<file path="src/rtl/led_flow_pkg.sv">
// Shared definitions for the running-LED flow monitor.
//   LED_W_DFLT : width of the LED pattern that the helper functions are sized for
//   state_t    : monitor FSM states
//   is_onehot  : true when exactly one bit of the pattern is set
//   rotate     : expected next pattern (dir 0: led[i] -> led[i+1], dir 1: reverse)
package led_flow_pkg;

    localparam int LED_W_DFLT = 4;

    typedef enum logic [1:0] {
        IDLE    = 2'd0,
        ACQUIRE = 2'd1,
        TRACK   = 2'd2
    } state_t;

    function automatic logic is_onehot(input logic [LED_W_DFLT-1:0] pat);
        return (pat != '0) && ((pat & (pat - LED_W_DFLT'(1))) == '0);
    endfunction

    function automatic logic [LED_W_DFLT-1:0] rotate(input logic [LED_W_DFLT-1:0] pat,
                                                      input logic                  dir);
        return dir ? {pat[0], pat[LED_W_DFLT-1:1]}
                   : {pat[LED_W_DFLT-2:0], pat[LED_W_DFLT-1]};
    endfunction

endpackage

</file>
<file path="src/rtl/led_flow_if.sv">
// Bundle between the LED flow monitor and whoever drives/observes it.
//   master : drives en, clr, led_flow; observes the status outputs
//   slave  : the monitor itself
//   en, clr, led_flow       : enable level, counter clear pulse, observed pattern
//   locked, step_ok, err_*  : tracking flag and one-cycle event pulses
//   step_cnt, err_cnt       : saturating event counters
interface led_flow_if
    import led_flow_pkg::*;
#(
    parameter int LED_W  = LED_W_DFLT,
    parameter int STEP_W = 16
);
    logic              en;
    logic              clr;
    logic [LED_W-1:0]  led_flow;
    logic              locked;
    logic              step_ok;
    logic              err_pattern;
    logic              err_order;
    logic              err_timing;
    logic [STEP_W-1:0] step_cnt;
    logic [STEP_W-1:0] err_cnt;

    modport master (
        output en, clr, led_flow,
        input  locked, step_ok, err_pattern, err_order, err_timing, step_cnt, err_cnt
    );

    modport slave (
        input  en, clr, led_flow,
        output locked, step_ok, err_pattern, err_order, err_timing, step_cnt, err_cnt
    );
endinterface

</file>
<file path="src/rtl/led_flow_dwell_cnt.sv">
// Dwell counter for the LED flow monitor.
//   clk, rst_n : clock, asynchronous active-low reset
//   restart    : pattern change seen this cycle; counter reloads to 1
//   in_window  : dwell count within [DWELL-TOL, DWELL+TOL]
//   stall      : dwell count just passed the upper bound (DWELL+TOL+1)
module led_flow_dwell_cnt #(
    parameter int CNT_W        = 27,
    parameter int DWELL_CYCLES = 50_000_000,
    parameter int TOL_CYCLES   = 2
) (
    input  logic clk,
    input  logic rst_n,
    input  logic restart,
    output logic in_window,
    output logic stall
);

    localparam logic [CNT_W-1:0] WIN_LO  = CNT_W'(DWELL_CYCLES - TOL_CYCLES);
    localparam logic [CNT_W-1:0] WIN_HI  = CNT_W'(DWELL_CYCLES + TOL_CYCLES);
    localparam logic [CNT_W-1:0] STALL_V = CNT_W'(DWELL_CYCLES + TOL_CYCLES + 1);

    logic [CNT_W-1:0] dwell_cnt;

    // Counts cycles since the last change; saturates so a long stall never
    // wraps back into the valid window.
    always_ff @(posedge clk or negedge rst_n) begin
        if (!rst_n) begin
            dwell_cnt <= '0;
        end else if (restart) begin
            dwell_cnt <= CNT_W'(1);
        end else if (dwell_cnt != '1) begin
            dwell_cnt <= dwell_cnt + CNT_W'(1);
        end
    end

    assign in_window = (dwell_cnt >= WIN_LO) && (dwell_cnt <= WIN_HI);
    assign stall     = (dwell_cnt == STALL_V);

endmodule

</file>
<file path="src/rtl/led_flow_monitor.sv">
// Receive-side checker for the rotating one-hot LED pattern.
//   clk, rst_n : clock, asynchronous active-low reset
//   bus        : led_flow_if slave (en, clr, led_flow in; locked, step_ok,
//                err_pattern, err_order, err_timing, step_cnt, err_cnt out)
// A change on led_flow is reported two rising edges later; all outputs are
// registered.
module led_flow_monitor
    import led_flow_pkg::*;
#(
    parameter int LED_W        = LED_W_DFLT,
    parameter int DWELL_CYCLES = 50_000_000,
    parameter int TOL_CYCLES   = 2,
    parameter int CNT_W        = 27,
    parameter int STEP_W       = 16,
    parameter int DIR          = 0
) (
    input  logic     clk,
    input  logic     rst_n,
    led_flow_if.slave bus
);

    localparam logic DIR_B = (DIR != 0);

    function automatic logic [STEP_W-1:0] sat_inc(input logic [STEP_W-1:0] v);
        return (v == '1) ? v : v + STEP_W'(1);
    endfunction

    state_t            state, state_d;
    logic [LED_W-1:0]  s0, s1;
    logic              change;
    logic              in_window, stall;
    logic              step_d, perr_d, oerr_d, terr_d, err_d;
    logic              locked, step_ok, err_pattern, err_order, err_timing;
    logic [STEP_W-1:0] step_cnt, err_cnt;

    // stage 0: sample the pattern and its previous value
    always_ff @(posedge clk or negedge rst_n) begin
        if (!rst_n) begin
            s0 <= '0;
            s1 <= '0;
        end else begin
            s0 <= bus.led_flow;
            s1 <= s0;
        end
    end

    assign change = (s0 != s1);

    led_flow_dwell_cnt #(
        .CNT_W        (CNT_W),
        .DWELL_CYCLES (DWELL_CYCLES),
        .TOL_CYCLES   (TOL_CYCLES)
    ) u_dwell (
        .clk       (clk),
        .rst_n     (rst_n),
        .restart   (change),
        .in_window (in_window),
        .stall     (stall)
    );

    // stage 1: classify the change and decide the next state
    always_comb begin
        state_d = state;
        step_d  = 1'b0;
        perr_d  = 1'b0;
        oerr_d  = 1'b0;
        terr_d  = 1'b0;
        if (!bus.en) begin
            state_d = IDLE;
        end else begin
            case (state)
                IDLE: state_d = ACQUIRE;
                ACQUIRE: begin
                    // First step only needs a valid pair; the dwell before it is unknown.
                    if (change && is_onehot(s1) && is_onehot(s0) && (s0 == rotate(s1, DIR_B))) begin
                        state_d = TRACK;
                        step_d  = 1'b1;
                    end
                end
                TRACK: begin
                    if (change) begin
                        if (!is_onehot(s0))
                            perr_d = 1'b1;
                        else if (s0 != rotate(s1, DIR_B))
                            oerr_d = 1'b1;
                        if (!in_window)
                            terr_d = 1'b1;
                        if (perr_d || oerr_d || terr_d)
                            state_d = ACQUIRE;
                        else
                            step_d = 1'b1;
                    end else if (stall) begin
                        terr_d  = 1'b1;
                        state_d = ACQUIRE;
                    end
                end
                default: state_d = IDLE;
            endcase
        end
    end

    assign err_d = perr_d | oerr_d | terr_d;

    // stage 2: registered status and counters (clr beats a same-cycle increment)
    always_ff @(posedge clk or negedge rst_n) begin
        if (!rst_n) begin
            state       <= IDLE;
            locked      <= 1'b0;
            step_ok     <= 1'b0;
            err_pattern <= 1'b0;
            err_order   <= 1'b0;
            err_timing  <= 1'b0;
            step_cnt    <= '0;
            err_cnt     <= '0;
        end else begin
            state       <= state_d;
            locked      <= (state_d == TRACK);
            step_ok     <= step_d;
            err_pattern <= perr_d;
            err_order   <= oerr_d;
            err_timing  <= terr_d;
            if (bus.clr)
                step_cnt <= '0;
            else if (step_d)
                step_cnt <= sat_inc(step_cnt);
            if (bus.clr)
                err_cnt <= '0;
            else if (err_d)
                err_cnt <= sat_inc(err_cnt);
        end
    end

    assign bus.locked      = locked;
    assign bus.step_ok     = step_ok;
    assign bus.err_pattern = err_pattern;
    assign bus.err_order   = err_order;
    assign bus.err_timing  = err_timing;
    assign bus.step_cnt    = step_cnt;
    assign bus.err_cnt     = err_cnt;

endmodule
</file>
<file path="src/flat_wrapper.sv">
// flat-port wrapper written by rule: the top's interface ports become plain ports
module led_flow_monitor_flat import led_flow_pkg::*;
#(
    parameter int LED_W        = LED_W_DFLT,
    parameter int DWELL_CYCLES = 50_000_000,
    parameter int TOL_CYCLES   = 2,
    parameter int CNT_W        = 27,
    parameter int STEP_W       = 16,
    parameter int DIR          = 0
)
  (clk, rst_n, bus_en, bus_clr, bus_led_flow, bus_locked, bus_step_ok, bus_err_pattern, bus_err_order, bus_err_timing, bus_step_cnt, bus_err_cnt);
  led_flow_if #(.LED_W(LED_W), .STEP_W(STEP_W)) bus_i ();
  input  logic clk;
  input  logic rst_n;
  input wire logic [$bits(bus_i.en)-1:0] bus_en;
  input wire logic [$bits(bus_i.clr)-1:0] bus_clr;
  input wire logic [$bits(bus_i.led_flow)-1:0] bus_led_flow;
  output wire logic [$bits(bus_i.locked)-1:0] bus_locked;
  output wire logic [$bits(bus_i.step_ok)-1:0] bus_step_ok;
  output wire logic [$bits(bus_i.err_pattern)-1:0] bus_err_pattern;
  output wire logic [$bits(bus_i.err_order)-1:0] bus_err_order;
  output wire logic [$bits(bus_i.err_timing)-1:0] bus_err_timing;
  output wire logic [$bits(bus_i.step_cnt)-1:0] bus_step_cnt;
  output wire logic [$bits(bus_i.err_cnt)-1:0] bus_err_cnt;
  assign bus_i.en = bus_en;
  assign bus_i.clr = bus_clr;
  assign bus_i.led_flow = bus_led_flow;
  assign bus_locked = bus_i.locked;
  assign bus_step_ok = bus_i.step_ok;
  assign bus_err_pattern = bus_i.err_pattern;
  assign bus_err_order = bus_i.err_order;
  assign bus_err_timing = bus_i.err_timing;
  assign bus_step_cnt = bus_i.step_cnt;
  assign bus_err_cnt = bus_i.err_cnt;
  led_flow_monitor #(.LED_W(LED_W), .DWELL_CYCLES(DWELL_CYCLES), .TOL_CYCLES(TOL_CYCLES), .CNT_W(CNT_W), .STEP_W(STEP_W), .DIR(DIR)) u_core (.clk(clk), .rst_n(rst_n), .bus(bus_i));
endmodule
</file>
<file path="config.mk">
export PLATFORM = sky130hd
export DESIGN_NAME = led_flow_monitor_flat
export DESIGN_NICKNAME = d
export VERILOG_FILES = /design/src/rtl/led_flow_pkg.sv /design/src/rtl/led_flow_if.sv /design/src/rtl/led_flow_dwell_cnt.sv /design/src/rtl/led_flow_monitor.sv /design/src/flat_wrapper.sv
export SDC_FILE = /design/constraint.sdc
export NUM_CORES = 1
export LEC_CHECK = 0
export ABC_CLOCK_PERIOD_IN_PS = 7200
export BUFFER_PORTS_ARGS = -buffer_cell sky130_fd_sc_hd__buf_2
export CAP_MARGIN = 20
export CORE_MARGIN = 5
export CORE_UTILIZATION = 55
export DETAILED_ROUTE_END_ITERATION = 8
export HOLD_SLACK_MARGIN = 0.1
export PLACE_DENSITY = 0.76
export SLEW_MARGIN = 30
export SYNTH_ARGS = -nofsm -noshare
export SYNTH_HDL_FRONTEND = slang
export SYNTH_SLANG_ARGS = --single-unit
</file>
<file path="constraint.sdc">
create_clock -name clk -period 7.2 [get_ports clk]
set_clock_uncertainty 0.2 [all_clocks]
set_input_delay 1.44 -clock clk [delete_from_list [all_inputs] [get_ports clk]]
set_output_delay 1.44 -clock clk [all_outputs]
set_load 0.02 [all_outputs]
</file>
==> out/summary.txt <==
Hold path depth - 0
Largest net degree at the start of global routing - 75
Status - complete, no violations
First-pass GRT wire length - 15100 um
CP cell instances - nand4_1 > nor2_2 > o32ai_1 > o2111ai_1 > and4bb_1 > nor4_1 > mux2_1
Area growth syn-to-layout - 13.4%
Most common flop cell mapped by yosys - dfrtp_1
Register area share after synthesis - 0.455
Layout Cells excl Fill - 573
EDFF count, synth - 0
H-Tree Level Count - 3
Reg2reg end - u_core.bus.err_cnt[5]
Clock sink count - 74
Slowest cell delay on critical path - 580 ps
Fraction of registers with async set/reset - 1.00
Reg-to-Reg Start - u_core.u_dwell.dwell_cnt[22]
Net Switching - 0.000191 W
Number of global-route vias before repair - 3314
Fin Hold WS - 332 ps
Buffers on Ports - 44
Switching Fraction - 0.219
CP required - 7230 ps
Startpoint Class - register
DRT Wirelength - 8910 um
Worst EP arrival - 3150 ps
Leading post-synthesis cells by cell area - dfrtp_1 45%, a21oi_1 3.9%, xor2_1 3.9%, nand3_1 3.6%, nor2_1 3.4%
Max-cap check violation count - 0
Row count - 31
Gate Count Post-Synth - 432
Clock buffer count from CTS - 9
Syn Area/Cell - 9.43 sq um
Vias per inst - 6.03
Vias - 3457
F_max - 0.321 GHz
Die height - 96.1 um
Initial antenna violation count - 0
Gp weighted congestion - 0.824
CTS Root Cell - clkbuf_8
Fin Setup TNS - 0 ps
Final Hold Fails - 0
Cell Area, Synth - 4070 sq um
Final period util - 0.433
Combinational fraction of design power - 0.041
IO Pins - 45
Cell internal pwr - 0.000681 W
Most area-hungry cell type in the Yosys netlist - dfrtp_1
ANT cells - 0
Dpl hpwl - 6070 um
CP endpoint kind - register
Hold endpoint - u_core.s1[3]
Total gr overflow - 0
PD cells - 189 nW/um^2
Final setup violation count - 0
Die area - 9230 sq um
CP max FO - 30
Final Max Slew Viols - 0
Post-CTS Setup Repair Bufs - 0
Core footprint - 7210 sq um
Sequential share of power - 0.486
FF-to-FF path depth - 7
Resize count post-CTS - 0
Clock buffer depth - 2
Initial Util - 0.565
Critical setup path kind - register to register
Clk_lat worst skew - 350 ps
Count of cell types in the netlist - 52
Max VDD drop - 0.119 mV
DR WL/cell - 15.5 um
Worst-Margin Slew - 841 ps
CP top delay family - simple AND/OR/NAND/NOR gates
Clock slew at reported path FFs - 80 ps
Hold WC Path Type - register to register
# DRC - 0
RSZ-0062 raised after global routing - no
Die X - 96.1 um
Final nets - 485
Hold_sp - u_core.s0[3]
Total track usage - 0.209
Slew HR - 0.439
DRT iter0 DRCs - 127
Antenna-violating nets left - 0
Crit path buffers/inverters - 0
Pre-antenna DRT Iters - 5
Synthesis Warnings - 0
Hold_buf cts - 0
Clock group share of total power - 0.473
Layout cells sized above 1 - 0.160
Area share of the largest cell type after synthesis - 0.455
Crit path max-delay cell type - and4bb_1
Flops & latches, synth - 74
R2R setup slack - 4080 ps
Leak - 1.91 nW
Placed Cells - 557
CTS tree - built
Post-route minimum period - 3120 ps
Synth Net Count - 448
-- flip-flops by register name, summed over array words and instances, names as in the netlist, 2 cells and up --
signal	flops
u_core.bus.step_cnt	16
u_core.s1	4
u_core.bus.err_cnt	16
u_core.state	2
u_core.u_dwell.dwell_cnt	27
u_core.s0	4
-- power groups by stage --
| stage | clock network, W | logic, W | registers, W |
|---|---|---|---|
| global placement | 0 | 0.0000349 | 0.000431 |
| finish | 0.000412 | 0.0000360 | 0.000424 |
| global route | 0.000436 | 0.0000408 | 0.000424 |
| detailed placement | 0 | 0.0000365 | 0.000432 |
| CTS | 0.000419 | 0.0000366 | 0.000424 |
| floorplan | 0 | 0.0000209 | 0.000431 |
-- synth_stat cells, drive strengths merged (2+ instances only) --
cell	number
and4	4
nor4b	4
ha	8
or4b	2
a41oi	3
nor2	39
or3	12
nand2	32
clkbuf	13
inv	9
xor2	18
and3	9
xnor2	10
or4	16
a31oi	2
nand2b	2
a31o	2
nand3b	2
a21oi	32
nor2b	8
nor4	8
nand4	17
o21a	2
and2	7
o31ai	17
dfrtp	74
buf	6
o21ai	19
nor3	9
mux2	4
nand3	29
-- cell families after synthesis --
logic type | Yosys count | share of synthesized area
multiplexers | 5 | 0.0135
AO/OA/AOI/OAI | 85 | 0.131
flip-flops | 74 | 0.455
buffers and inverters | 28 | 0.0307
XOR/XNOR | 28 | 0.0602
AND/OR/NAND/NOR | 204 | 0.285
adder cells (fa/ha/maj) | 8 | 0.0246
-- cells in the final DEF (no fill, tap or decap), drive strengths merged, types with 9 or more instances in the layout --
master,instances
nand3,29
xor2,18
xnor2,10
inv,11
dfrtp,74
o31ai,17
or3,12
a21oi,32
nand4,17
clkbuf,11
or4,16
nand2,32
o21ai,19
nor3,9
buf,45
and3,9
nor2,39
-- worst max-delay path by stage --
stage	to	startpoint	cells past startpoint	slack, ps
6_report	u_core.bus.err_cnt[5]	u_core.u_dwell.dwell_cnt[22]	7	4080
5_1_grt	u_core.bus.err_cnt[5]	u_core.u_dwell.dwell_cnt[22]	7	3780
4_1_cts	u_core.bus.err_cnt[5]	u_core.u_dwell.dwell_cnt[25]	7	4100
3_5_place_dp	u_core.bus.err_cnt[5]	u_core.u_dwell.dwell_cnt[25]	7	4120
3_3_place_gp	u_core.bus.step_cnt[13]	u_core.u_dwell.dwell_cnt[25]	7	4110
2_1_floorplan	u_core.bus.step_cnt[11]	bus_en	5	4520
-- per-layer routing --
metal,share of wire,vias to the layer above,GRT usage
met5,0,-,0
met4,0.024,0,0.101
met3,0.044,21,0.0367
met2,0.49,81,0.340
met1,0.44,1682,0.268
li1,-,1673,-
-- through the flow --
step	total power, W	setup slack, ps	utilization	cell area (sq um)
after floorplan	0.000452	4520	-	4070
after global placement	0.000466	4110	0.602	4340
after detailed placement	0.000468	4120	0.604	4350
after CTS	0.000879	4100	0.639	4610
after global routing	0.000901	3780	0.640	4620
final	0.000872	4080	0.640	4620
-- cell type report --
type | instances | area, sq um
timing repair buffer | 45 | 234
clock inverter | 5 | 108
fill | 615 | 2600
sequential | 74 | 1850
clock buffer | 11 | 151
multi-input combinational | 330 | 2110
tap | 99 | 124
inverter | 9 | 33.8
(Power assumes the default switching activity.)
